==> config.mk <==
export PLATFORM = sky130hd
export DESIGN_NAME = pipeline_hazard_ctrl
export DESIGN_NICKNAME = d
export VERILOG_FILES = /design/src/rtl/pipeline_hazard_ctrl.sv
export SDC_FILE = /design/constraint.sdc
export NUM_CORES = 1
export LEC_CHECK = 0
export BUFFER_PORTS_ARGS = -buffer_cell sky130_fd_sc_hd__buf_2
export CORE_UTILIZATION = 41
export CTS_BUF_LIST = sky130_fd_sc_hd__clkbuf_2
export CTS_CLUSTER_DIAMETER = 120
export CTS_CLUSTER_SIZE = 40
export DETAILED_ROUTE_END_ITERATION = 12
export GPL_TIMING_DRIVEN = 0
export HOLD_SLACK_MARGIN = 0.05
export MAX_ROUTING_LAYER = met4
export PLACE_DENSITY = 0.91
export SLEW_MARGIN = 15
export SYNTH_ARGS = -nofsm -noshare
export SYNTH_HDL_FRONTEND = slang
export SYNTH_SLANG_ARGS = --single-unit
==> constraint.sdc <==
create_clock -name clk -period 1.6 [get_ports clk]
set_clock_uncertainty 0.2 [all_clocks]
set_input_delay 0.16 -clock clk [delete_from_list [all_inputs] [get_ports clk]]
set_output_delay 0.16 -clock clk [all_outputs]
set_load 0.02 [all_outputs]
==> src/rtl/pipeline_hazard_ctrl.sv <==
// pipeline_hazard_ctrl - hazard and sequencing controller for a 5-stage
// MIPS pipeline (IF/ID/EX/MEM/WB).
//
// Purpose:
//   - EX-stage operand forwarding selects (MEM result has priority over WB).
//   - Load-use detection in ID, inserting LDSTALL_CYC bubbles into EX.
//   - Flush of IF/ID, ID/EX and EX/MEM on a taken branch/jump resolved in MEM.
//   - Whole-pipe freeze during memory wait states. A redirect seen while the
//     pipe is frozen is remembered and replayed as a one-cycle flush
//     (REDIRECT state) after the freeze ends.
//
// Ports:
//   clk, reset (async, active low)
//   rs_d/rt_d, uses_rs_d/uses_rt_d            ID source registers and use flags
//   rs_e/rt_e, writereg_e, regwrite_e, memtoreg_e   EX stage info
//   writereg_m/regwrite_m, writereg_w/regwrite_w    MEM/WB destinations
//   redirect_m                                taken branch/jump in MEM
//   memstall                                  memory not ready
//   stallf/stalld/stalle/stallm               hold PC and pipe registers
//   flushd/flushe/flushm                      clear pipe registers
//   forwardae/forwardbe                       00 regfile, 01 WB, 10 MEM
//   state                                     RUN=00 LDSTALL=01 MEMWAIT=10 REDIRECT=11
//
// Optional feature: define HAZARD_PERF_CNT_EN to add the free-running
// event counters ldstall_cnt, redirect_cnt and memwait_cnt (32 bit, wrapping).

// Forwarding select for one EX operand.
module pipeline_hazard_fwd #(
  parameter int REGW = 5
) (
  input  logic [REGW-1:0] src,
  input  logic [REGW-1:0] writereg_m,
  input  logic            regwrite_m,
  input  logic [REGW-1:0] writereg_w,
  input  logic            regwrite_w,
  output logic [1:0]      sel
);
  always_comb begin
    sel = 2'b00;
    // $0 is hardwired to zero and never forwarded.
    if (regwrite_m && (writereg_m != '0) && (writereg_m == src))
      sel = 2'b10;
    else if (regwrite_w && (writereg_w != '0) && (writereg_w == src))
      sel = 2'b01;
  end
endmodule

module pipeline_hazard_ctrl #(
  parameter int REGW        = 5,
  parameter int LDSTALL_CYC = 1
) (
  input  logic            clk,
  input  logic            reset,
  input  logic [REGW-1:0] rs_d,
  input  logic [REGW-1:0] rt_d,
  input  logic            uses_rs_d,
  input  logic            uses_rt_d,
  input  logic [REGW-1:0] rs_e,
  input  logic [REGW-1:0] rt_e,
  input  logic [REGW-1:0] writereg_e,
  input  logic            regwrite_e,
  input  logic            memtoreg_e,
  input  logic [REGW-1:0] writereg_m,
  input  logic            regwrite_m,
  input  logic [REGW-1:0] writereg_w,
  input  logic            regwrite_w,
  input  logic            redirect_m,
  input  logic            memstall,
  output logic            stallf,
  output logic            stalld,
  output logic            stalle,
  output logic            stallm,
  output logic            flushd,
  output logic            flushe,
  output logic            flushm,
  output logic [1:0]      forwardae,
  output logic [1:0]      forwardbe,
`ifdef HAZARD_PERF_CNT_EN
  output logic [31:0]     ldstall_cnt,
  output logic [31:0]     redirect_cnt,
  output logic [31:0]     memwait_cnt,
`endif
  output logic [1:0]      state
);

  typedef enum logic [1:0] {
    RUN      = 2'b00,
    LDSTALL  = 2'b01,
    MEMWAIT  = 2'b10,
    REDIRECT = 2'b11
  } state_t;

  // Bubbles still owed after the first one (first is issued from RUN).
  localparam logic [1:0] LD_INIT = 2'(LDSTALL_CYC - 1);

  state_t     state_q, state_n;
  logic [1:0] ldcnt, ldcnt_n;
  logic       pending, pending_n;

  // One-hot-ish action for this cycle; drives all strobes.
  logic freeze, flush, bubble;
  logic lduse;

  // ---------------- forwarding ----------------
  logic [1:0][REGW-1:0] src_e;
  logic [1:0][1:0]      fwd;

  assign src_e = {rt_e, rs_e};

  for (genvar g = 0; g < 2; g++) begin : g_fwd
    pipeline_hazard_fwd #(.REGW(REGW)) u_fwd (
      .src        (src_e[g]),
      .writereg_m (writereg_m),
      .regwrite_m (regwrite_m),
      .writereg_w (writereg_w),
      .regwrite_w (regwrite_w),
      .sel        (fwd[g])
    );
  end

  // ---------------- load-use ----------------
  assign lduse = memtoreg_e && regwrite_e && (writereg_e != '0) &&
                 ((uses_rs_d && (writereg_e == rs_d)) ||
                  (uses_rt_d && (writereg_e == rt_d)));

  // ---------------- next state / action ----------------
  always_comb begin
    state_n   = state_q;
    ldcnt_n   = ldcnt;
    pending_n = pending;
    freeze    = 1'b0;
    flush     = 1'b0;
    bubble    = 1'b0;

    if (state_q == REDIRECT) begin
      if (memstall) begin
        // Freeze wins; the deferred flush stays pending.
        freeze    = 1'b1;
        pending_n = 1'b1;
        state_n   = MEMWAIT;
      end else begin
        flush     = 1'b1;
        pending_n = 1'b0;
        state_n   = RUN;
      end
    end else if (memstall) begin
      freeze    = 1'b1;
      // Sticky while frozen; sampled fresh when the freeze starts.
      pending_n = ((state_q == MEMWAIT) && pending) || redirect_m;
      ldcnt_n   = 2'd0;
      state_n   = MEMWAIT;
    end else begin
      // RUN rules; also used for the MEMWAIT exit cycle.
      if (redirect_m) begin
        flush   = 1'b1;
        ldcnt_n = 2'd0;
        state_n = RUN;
      end else if (state_q == LDSTALL) begin
        // ID/EX is flushed during the bubble, so lduse itself has gone
        // away; the remaining bubbles are driven from the counter.
        bubble  = 1'b1;
        ldcnt_n = ldcnt - 2'd1;
        state_n = (ldcnt == 2'd1) ? RUN : LDSTALL;
      end else if (lduse) begin
        bubble  = 1'b1;
        ldcnt_n = LD_INIT;
        state_n = (LDSTALL_CYC > 1) ? LDSTALL : RUN;
      end else begin
        state_n = RUN;
      end

      // Leaving a freeze with a remembered redirect: replay it next cycle.
      if ((state_q == MEMWAIT) && pending) begin
        ldcnt_n = 2'd0;
        state_n = REDIRECT;
      end
    end
  end

  always_ff @(posedge clk or negedge reset) begin
    if (!reset) begin
      state_q <= RUN;
      ldcnt   <= 2'd0;
      pending <= 1'b0;
    end else begin
      state_q <= state_n;
      ldcnt   <= ldcnt_n;
      pending <= pending_n;
    end
  end

  // ---------------- outputs ----------------
  // Strobes must act in the same cycle as the event, so they are decoded
  // combinationally and forced quiet while reset is held.
  assign stallf    = reset & (freeze | bubble);
  assign stalld    = reset & (freeze | bubble);
  assign stalle    = reset & freeze;
  assign stallm    = reset & freeze;
  assign flushd    = reset & flush;
  assign flushe    = reset & (flush | bubble);
  assign flushm    = reset & flush;
  assign forwardae = reset ? fwd[0] : 2'b00;
  assign forwardbe = reset ? fwd[1] : 2'b00;
  assign state     = state_q;

`ifdef HAZARD_PERF_CNT_EN
  always_ff @(posedge clk or negedge reset) begin
    if (!reset) begin
      ldstall_cnt  <= '0;
      redirect_cnt <= '0;
      memwait_cnt  <= '0;
    end else begin
      if (bubble)              ldstall_cnt  <= ldstall_cnt + 32'd1;
      if (flush)               redirect_cnt <= redirect_cnt + 32'd1;
      if (state_q == MEMWAIT)  memwait_cnt  <= memwait_cnt + 32'd1;
    end
  end
`endif

endmodule
Word-level counts from Yosys, hierarchy flattened --
Index checks and enable logic that the tools add are counted.
Cells by class: bitwise gates (word level) 7, add/subtract/negate cells 1, mux-type cells 30, reductions and logical operators 20, equality and inequality tests 10
Operators by type and width (number):
- == test 5 bit | 6
- two-way mux 2 bit | 13
- nonzero test 5 bit | 4
- two-way mux 1 bit | 17
- logical AND 1 bit | 12
- AND 1 bit | 4
- == test 2 x 1 -> 1 bit, second input constant | 2
- == test 2 bit, second input constant | 2
- logical OR 1 bit | 2
- bitwise OR 1 bit | 2
- AND reduction 2 bit | 1
- nonzero test 2 bit | 1
- subtractor 2 x 1 -> 2 bit, second input constant | 1
- inverter 1 bit | 1
Word-level totals: register bits 5, word-level logic and storage cells 71, bits of input ports 45

Longest topological paths before layout --
Gate-level depths: netlist of run 1.
word-level depth 11, gate-level depth with buffers 5, depth with buffers taken out 4

Modules after synthesis --
Synthesis of run 1 repeated with hierarchy kept, for this count alone.
Second synthesis, totals: cell total of the unflattened synthesis 105, area total of the unflattened synthesis 814.5 um2
By module, submodules not included:
- pipeline_hazard_ctrl | area an instance 511.7 um2, cells each 65, instances 1
- pipeline_hazard_fwd | area an instance 151.4 um2, cells each 20, instances 2

Worst setup path after synthesis of run 1 --
OpenSTA, ideal clock, no wires.
kind flip-flop to output port, start point register state_q[0] (netlist: state[0]), end point output stallf, cell stages (with the launch flop) 6, data arrival time 1.753 ns, setup slack -0.513 ns, cell sequence dfrtp_1 clkbuf_1 a21oi_1 nand3_1 o21ai_0 buf_4
On the way: longest elaborated chain between the ends 7, elaborated cells between the ends (all ways) 8, classes of those cells eq/ne: 2; mux: 4; bitwise: 2
Ends and longest elaborated chain:
- start: declaration | line 96 | state_t state_q, state_n;
- start signal: assignment | line 186 | state_q <= state_n;
- == test 2 x 1 -> 1 bit | line 158 | end else if (state_q == LDSTALL) begin
- two-way mux 1 bit | line 158
- two-way mux 1 bit | line 154 | if (redirect_m) begin
- two-way mux 1 bit | line 146 | end else if (memstall) begin
- two-way mux 1 bit (*) | line 135 | if (state_q == REDIRECT) begin
- bitwise OR 1 bit (*)
- AND 1 bit (*)
- end: declaration | line 69 | output logic stallf,
Mark *: on every way between the ends. The rest lies on a longest branch, timed or not.

Final worst setup path of run 1 --
start point input writereg_w[2], end point output forwardbe[0]
On the way: longest elaborated chain between the ends 6, elaborated cells between the ends (all ways) 7, classes of those cells eq/ne: 1; mux: 3; reduce/logical: 3
Ends and longest elaborated chain:
- start: declaration | line 65 | input logic [REGW-1:0] writereg_w,
- nonzero test 5 bit | line 43 | else if (regwrite_w && (writereg_w != '0) && (writereg_w == src))
- logical AND 1 bit | line 43
- logical AND 1 bit (*) | line 43
- two-way mux 1 bit (*) | line 43
- two-way mux 2 bit (*) | line 41 | if (regwrite_m && (writereg_m != '0) && (writereg_m == src))
- two-way mux 2 bit (*) | line 203 | assign forwardbe = reset ? fwd[1] : 2'b00;
- end: declaration | line 77 | output logic [1:0] forwardbe,
Marks and branches as above.

==> results of run 1 <==
through the flow:
stage               cell area, um2  instances  total power, W  utilization (%)  worst slack, ns
floorplan                      838         95        0.000405                -         -0.00958
global placement              1150        177        0.000533             66.2           -0.221
detailed placement            1150        177        0.000554             66.2           -0.275
CTS                           1360        187        0.000722             78.0           -0.228
global route                  1540        196        0.000899             88.3           -0.376
finish                        1540        196        0.000854             88.3           -0.220
layout by cell type, fill, tap and decap left out, types with 3 or more instances in the layout:
| master | n |
|---|---|
| o22ai_1 | 3 |
| buf_4 | 15 |
| or4_4 | 4 |
| inv_1 | 4 |
| xor2_1 | 14 |
| buf_8 | 6 |
| dlygate4sd3_1 | 3 |
| nand2_1 | 5 |
| a21oi_1 | 4 |
| buf_2 | 39 |
| nor4_4 | 4 |
| buf_6 | 13 |
| dfrtp_1 | 3 |
| xnor2_1 | 14 |
| clkbuf_2 | 4 |
how the worst max path moves through the flow:
stage,start,to,depth (start not counted)
finish,writereg_w[2],forwardbe[0],6
global route,writereg_e[4],stallf,7
CTS,writereg_w[3],forwardbe[0],5
detailed placement,reset,forwardbe[0],5
global placement,reset,forwardae[0],5
floorplan,writereg_w[3],forwardae[0],3
final cells by class:
type	count	area [um2]
Timing Repair Buffer	73	544
Inverter	4	15.0
Tap cell	25	31.3
Sequential cell	5	128
Clock buffer	4	20.0
Buffer	3	30.0
Fill cell	89	204
Multi-Input combinational cell	82	773
registers in the layout, summed over array words and instances, names as in the netlist:
register	count
ldcnt	2
pending	1
state	2
worst max-delay path, delay by kind of cell:
family | cells | cell delay [ns]
XOR/XNOR | 1 | 0.16
buffers and inverters | 3 | 0.42
AND/OR/NAND/NOR | 2 | 0.72
cell families after synthesis:
| logic type | synth area share, % |
|---|---|
| AOI/OAI and AO/OA | 17.4 |
| DFF | 16.3 |
| and+or+nand+nor | 25.1 |
| xor gates and xnor gates | 34.2 |
| buffers and inverters | 5.37 |
| adders and majority gates | 1.63 |
layer usage:
layer / track usage, % / share of wire, %
met1: 24.9 / 31
met2: 62.0 / 52
met3: 4.40 / 7.1
met4: 21.2 / 9.7
met5: - / 0
what timing repair did:
item,CTS,global route
endpoints found under the setup margin,8,9
resized for setup,35,32
hold buffers,3,0
pin swaps,9,11
setup buffers,4,9
hold endpoints to repair,8,0
Yosys cell counts:
library cell  count
xnor2_1          16
xor2_1           14
nand2_1           6
a21oi_1           5
dfrtp_1           5
inv_1             4
or4_1             4
buf_4             3
nand3_1           3
nor4_1            3
o21ai_0           3
o22ai_1           3
and2_2            2
nand4_1           2
nor2b_1           2
nor4_2            2
o2111ai_1         2
or3_1             2
a31oi_1           1
a32oi_1           1
and2_1            1
clkbuf_1          1
ha_1              1
nand2b_1          1
nand3b_1          1
nor2_1            1
nor3_1            1
o211ai_1          1
o21ai_2           1
o21bai_1          1
o22a_1            1
o311a_1           1
power by group through the flow:
| stage | clock (W) | combinational (W) | sequential, W |
|---|---|---|---|
| final | 0.000120 | 0.000551 | 0.000183 |
| after global routing | 0.000128 | 0.000585 | 0.000186 |
| after CTS | 0.000119 | 0.000416 | 0.000188 |
| after detailed placement | 0 | 0.000372 | 0.000183 |
| after global placement | 0 | 0.000353 | 0.000180 |
| after floorplan | 0 | 0.000213 | 0.000193 |
==> flow_summary.rst, run 1 <==
.. list-table::
   :header-rows: 1

   * - Metric
     - Value
   * - First-pass GRT wire length
     - about 4300 um
   * - TritonCTS clock tree
     - yes
   * - Number of cells traversed by the worst register-to-register path
     - 5
   * - Buffer type at the clock tree root
     - clkbuf_2
   * - PwrDens
     - 554 mW/mm2
   * - Sequential group share of total power
     - 21.4%
   * - Library cell occupying the most area in the post-synthesis netlist
     - xnor2_1
   * - Number of violations reported at the end of detailed-routing iteration 0
     - between 40 and 50
   * - Hold path start
     - memstall
   * - Part of the power in combinational logic
     - 64.6%
   * - Unrepaired setup endpoints after global routing
     - true
   * - Cell area after technology mapping
     - ~770 um2
   * - Avg Vias per Cell
     - 6.05
   * - Number of library cell types mapped by synthesis
     - 32
   * - Pint
     - 0.000487 W
   * - Crit Reg-Reg Endpoint
     - ldcnt[0]$_DFFE_PN0P_
   * - Net count, final
     - 218
   * - Switching power summed over all nets
     - 0.000367 W
   * - Setup crit end kind
     - output port
   * - Tightest Pin Transition
     - 0.369 ns
   * - Final Max Tran Viols
     - 0
   * - Clock sink count
     - 5
   * - Critical path data arrival time
     - 1.46 ns
   * - Sequential share of the synthesized area
     - 16.3%
   * - Start of the worst register-to-register path
     - state[1]$_DFF_PN0_
   * - Count of vias placed by the detailed router
     - 1185
   * - Chain of cells forming the critical path
     - buf_8 -> buf_4 -> xor2_1 -> or4_4 -> nor4_4 -> buf_4
   * - Net count after synthesis
     - 141
   * - Number of setup violations in the final report
     - 10
   * - Worst min-delay path endpoint
     - pending$_DFFE_PN0P_
   * - Worst voltage drop across the vdd grid
     - 0.000385 V
   * - Worst slew margin relative to its limit
     - 75.2%
   * - Number of instances in the synthesized netlist
     - 95
   * - Most prevalent standard cell on the critical path
     - buf_4
   * - Residual DRC
     - 0
   * - Number of synthesized register bits
     - 5
   * - Worst R2R Setup Slack
     - -0.13 ns
   * - Fraction of final layout cells sized beyond drive strength 1
     - 61.4%
   * - Area of the die
     - 0.00205 mm2
   * - Area Growth Syn to Fin
     - 101%
   * - Switching power as a share of total power
     - 43.0%
   * - Remaining global-route overflow
     - 0
   * - Core region area
     - 0.00175 mm2
   * - Count of buffers inserted at the top-level ports
     - between 50 and 60
   * - Inserted Clock Buffers
     - 3
   * - WL final
     - 3820 um
   * - Ranking of synthesized cells by area
     - xnor2_1 18%, dfrtp_1 16%, xor2_1 16%
   * - Worst stage delay on the critical path
     - between 0.4 and 0.5 ns
   * - Crit path launch type
     - input pin
   * - Worst min-delay path category
     - in2reg
   * - Maximum fanout along the worst path
     - 3
   * - Highest attainable clock frequency
     - 0.549 GHz
   * - Synth top area share
     - 18.2%
   * - Worst path required time
     - around 1.2 ns
   * - Time the worst path needs with I/O delays and setup
     - 1.82 ns
   * - N_diodes
     - 0
   * - Worst Hold Depth
     - 3
   * - Number of nets with antenna violations after detailed routing
     - 0
   * - Least setup slack across all paths after layout
     - -0.220 ns
   * - Vias in the first global route
     - 1065
   * - Standby leakage power
     - ~0.67 nW
   * - Clock transition at the registers of the reported paths
     - 0.05 ns
   * - Die outline height
     - 45.3 um
   * - Max clock buf depth
     - 2
   * - All-layer global routing usage
     - 30.9%
   * - Fraction of power consumed by the clock network
     - 14.0%
   * - Weighted congestion reported at the end of routability-driven placement
     - 0.739
   * - Maximum number of pins on one net before global-route repair
     - 9
   * - Initial standard-cell utilization of the core
     - 44.0%
   * - Chip width
     - roughly 45 um
   * - Post-DP HPWL
     - about 2000 um
   * - Kind of critical path
     - in2out
   * - Clock network latency to the later pin of the worst-skew pair
     - 0.22 ns
   * - Average cell area after synthesis
     - between 8 and 9 um2
   * - Antenna violations before repair
     - 0
   * - Number of top-level design ports
     - 58
   * - Clock H-tree levels
     - 1
   * - First-pass iteration count of the detailed router
     - 4
   * - Detailed-route wire length per cell
     - approximately 20 um
   * - Max_cap viols
     - 0
   * - Violations in the final reports
     - setup timing
   * - Worst path slowest cell
     - or4_4
   * - Share of the clock period used by the worst path
     - 114%
   * - # rows
     - 15
   * - Smallest hold slack
     - about 0.094 ns
   * - Warnings, synthesis
     - 0
   * - Final hold violation count
     - 0
   * - Run status
     - complete, but fails checks
   * - Final-layout setup total negative slack
     - -1.18 ns
No activity file was read; power rests on OpenSTA's default activity.
==> inputs of run 2 (changes only) <==
CORE_UTILIZATION = 44   (was 41)
PLACE_DENSITY = 0.95   (was 0.91)
clock period = 2.3 ns   (was 1.6 ns; I/O delays follow)
==> run 2 against run 1 <==
  * The flow finishes with violations (DRC)
  * Sequential share of layout area grew 3.1 points
  * Cell area shrank 28%
  * Critical path depth is the same
  * Die area shrank 6.5%
  * First-iteration DRC count shrank 52%
  * Hold slack lost 0.034 ns
  * Critical path type is now reg2out
  * Largest cell class unchanged
  * Largest power group unchanged
==> flow_summary.rst, run 2 (synthesis gave the netlist of run 1 again) <==
.. list-table::
   :header-rows: 1

   * - Metric
     - Value
   * - Run status
     - complete, but fails checks
   * - Violations in the final reports
     - DRC
   * - Post-route total power
     - 0.000448 W
   * - Commonest non-fill, non-tap cell in the layout
     - buf_2
   * - Clock transition at the registers of the reported paths
     - 0.08 ns
   * - Unrepaired setup endpoints after global routing
     - false
   * - Count of buffers inserted at the top-level ports
     - 57
   * - Area of the die
     - 0.00192 mm2
   * - Worst R2R Setup Slack
     - about 0.64 ns
   * - Count of vias placed by the detailed router
     - 951
   * - Number of setup violations in the final report
     - 0
   * - Worst voltage drop across the vdd grid
     - 0.000262 V
   * - Number of violations reported at the end of detailed-routing iteration 0
     - 21
   * - Number of filler instances in the final layout
     - 133
   * - Crit Reg-Reg Endpoint
     - ldcnt[0]$_DFFE_PN0P_
   * - Standby leakage power
     - 0.522 nW
   * - Final hold violation count
     - 0
   * - Detailed-route wire length per cell
     - 13.4 um
   * - Startpoint of the worst setup timing path
     - state[0]$_DFF_PN0_
   * - Start of the worst register-to-register path
     - state[0]$_DFF_PN0_
   * - Share of the clock period used by the worst path
     - 93.2%
   * - Chip width
     - 43.8 um
   * - Net count, final
     - 204
   * - Initial standard-cell utilization of the core
     - 48.7%
   * - Max_cap viols
     - 0
   * - Number of top-level design ports
     - between 50 and 60
   * - Worst slew margin relative to its limit
     - 66.3%
   * - Commonest cells after routing, fill and taps aside
     - 57 x buf_2, 16 x xnor2_1, 14 x xor2_1
   * - Crit path launch type
     - flop
   * - First-pass iteration count of the detailed router
     - 10
   * - Clock sink count
     - 5
   * - First-pass GRT wire length
     - 3800 um
   * - Die outline height
     - about 44 um
   * - Avg Vias per Cell
     - 5.50
   * - WL final
     - 2310 um
   * - Number of gates given a new drive strength after cts
     - 0
   * - Maximum number of pins on one net before global-route repair
     - 11
   * - Cell total after placement
     - 168
   * - Maximum fanout along the worst path
     - 10
   * - Final Max Tran Viols
     - 0
   * - N_diodes
     - 0
   * - Fraction of final layout cells sized beyond drive strength 1
     - 43.9%
   * - Inserted Clock Buffers
     - 3
   * - Remaining global-route overflow
     - 0
   * - End of the critical path
     - stallf
   * - Final-layout setup total negative slack
     - 0 ns
   * - All-layer global routing usage
     - 26.9%
   * - Tightest Pin Transition
     - 0.500 ns
   * - Highest attainable clock frequency
     - 0.466 GHz
   * - Time the worst path needs with I/O delays and setup
     - 2.14 ns
   * - Kind of critical path
     - reg2out
   * - Count of non-filler cells in the finished layout
     - 173
   * - Post-DP HPWL
     - 1910 um
   * - Number of nets with antenna violations after detailed routing
     - 0
   * - Worst path required time
     - approximately 1.9 ns
   * - Core region area
     - 0.00158 mm2
   * - TritonCTS clock tree
     - yes
   * - Clock H-tree levels
     - 1
   * - Clock network latency to the later pin of the worst-skew pair
     - 0.24 ns
   * - Critical path data arrival time
     - 1.71 ns
   * - PwrDens
     - 406 mW/mm2
   * - Smallest hold slack
     - 0.0599 ns
   * - # rows
     - 14
   * - Antenna violations before repair
     - 0
   * - Number of cells traversed by the worst register-to-register path
     - 5
   * - Weighted congestion reported at the end of routability-driven placement
     - around 0.95
   * - Vias in the first global route
     - 887
   * - Setup crit end kind
     - output port
   * - Max clock buf depth
     - 2
   * - Worst min-delay path category
     - in2reg
   * - Buffer type at the clock tree root
     - clkbuf_2
   * - Residual DRC
     - 1
   * - Area Growth Syn to Fin
     - 43.6%
-- run 2: cell count changes in the layout (fill, tap and decap cells not counted), moves of 3 or more --
cell | before | now
nor4_4 | 4 | 0
o21ai_0 | 0 | 3
buf_8 | 6 | 0
buf_2 | 39 | 57
or4_4 | 4 | 0
buf_4 | 15 | 3
buf_6 | 13 | 0
or4_1 | 0 | 4
-- run 2: layout make-up --
type	instances	area [um2]	area share, %
Tap cell	16	20.0	1.81
Timing Repair Buffer	58	295	26.8
Inverter	4	15.0	1.36
Sequential cell	5	125	11.3
Buffer	4	26.3	2.38
Multi-Input combinational cell	82	602	54.5
Clock buffer	4	20.0	1.81
-- run 2: worst min-delay path by stage --
stage	cells after the start	endpoint	from
after floorplan	0	ldcnt[0]$_DFFE_PN0P_	reset
after global placement	1	state[0]$_DFF_PN0_	reset
after detailed placement	1	state[0]$_DFF_PN0_	reset
after CTS	2	state[0]$_DFF_PN0_	memstall
after global routing	3	pending$_DFFE_PN0P_	redirect_m
final	2	state[0]$_DFF_PN0_	memstall
-- run 2: timing repair --
item | 4_1_cts | 5_1_grt
hold buffers | 1 | 0
hold endpoints to repair | 5 | 0
buffers inserted | 0 | 0
-- run 2: layer usage --
layer	routed length [um]	vias to the layer above	part of all wire [%]	global-route usage (%)
li1	-	474	-	-
met1	945	438	41	29.9
met2	1210	31	52	47.5
met3	95	8	4.1	5.42
met4	65	0	2.8	8.75
met5	0	-	0	-
-- run 2: through the flow --
step	cell area (um2)	setup slack [ns]	util [%]
after floorplan	768	0.117	-
after global placement	1070	0.301	68.1
after detailed placement	1070	0.223	68.1
after CTS	1100	0.169	70.0
after global routing	1100	0.00914	70.0
final	1100	0.156	70.0
-- run 2: worst max-delay path: stages (launching register included) --
cell	delay, ns
dfrtp_1	0.38
clkbuf_1	0.22
a21oi_1	0.28
nand3_1	0.11
o21ai_0	0.21
buf_4	0.14
buf_2	0.15
-- run 2: power breakdown --
group	switching [W]	leakage [nW]	internal, W
combinational	0.000131	0.443	0.000105
clock	0.0000438	0.0166	0.0000462
sequential	0.0000176	0.0630	0.000105
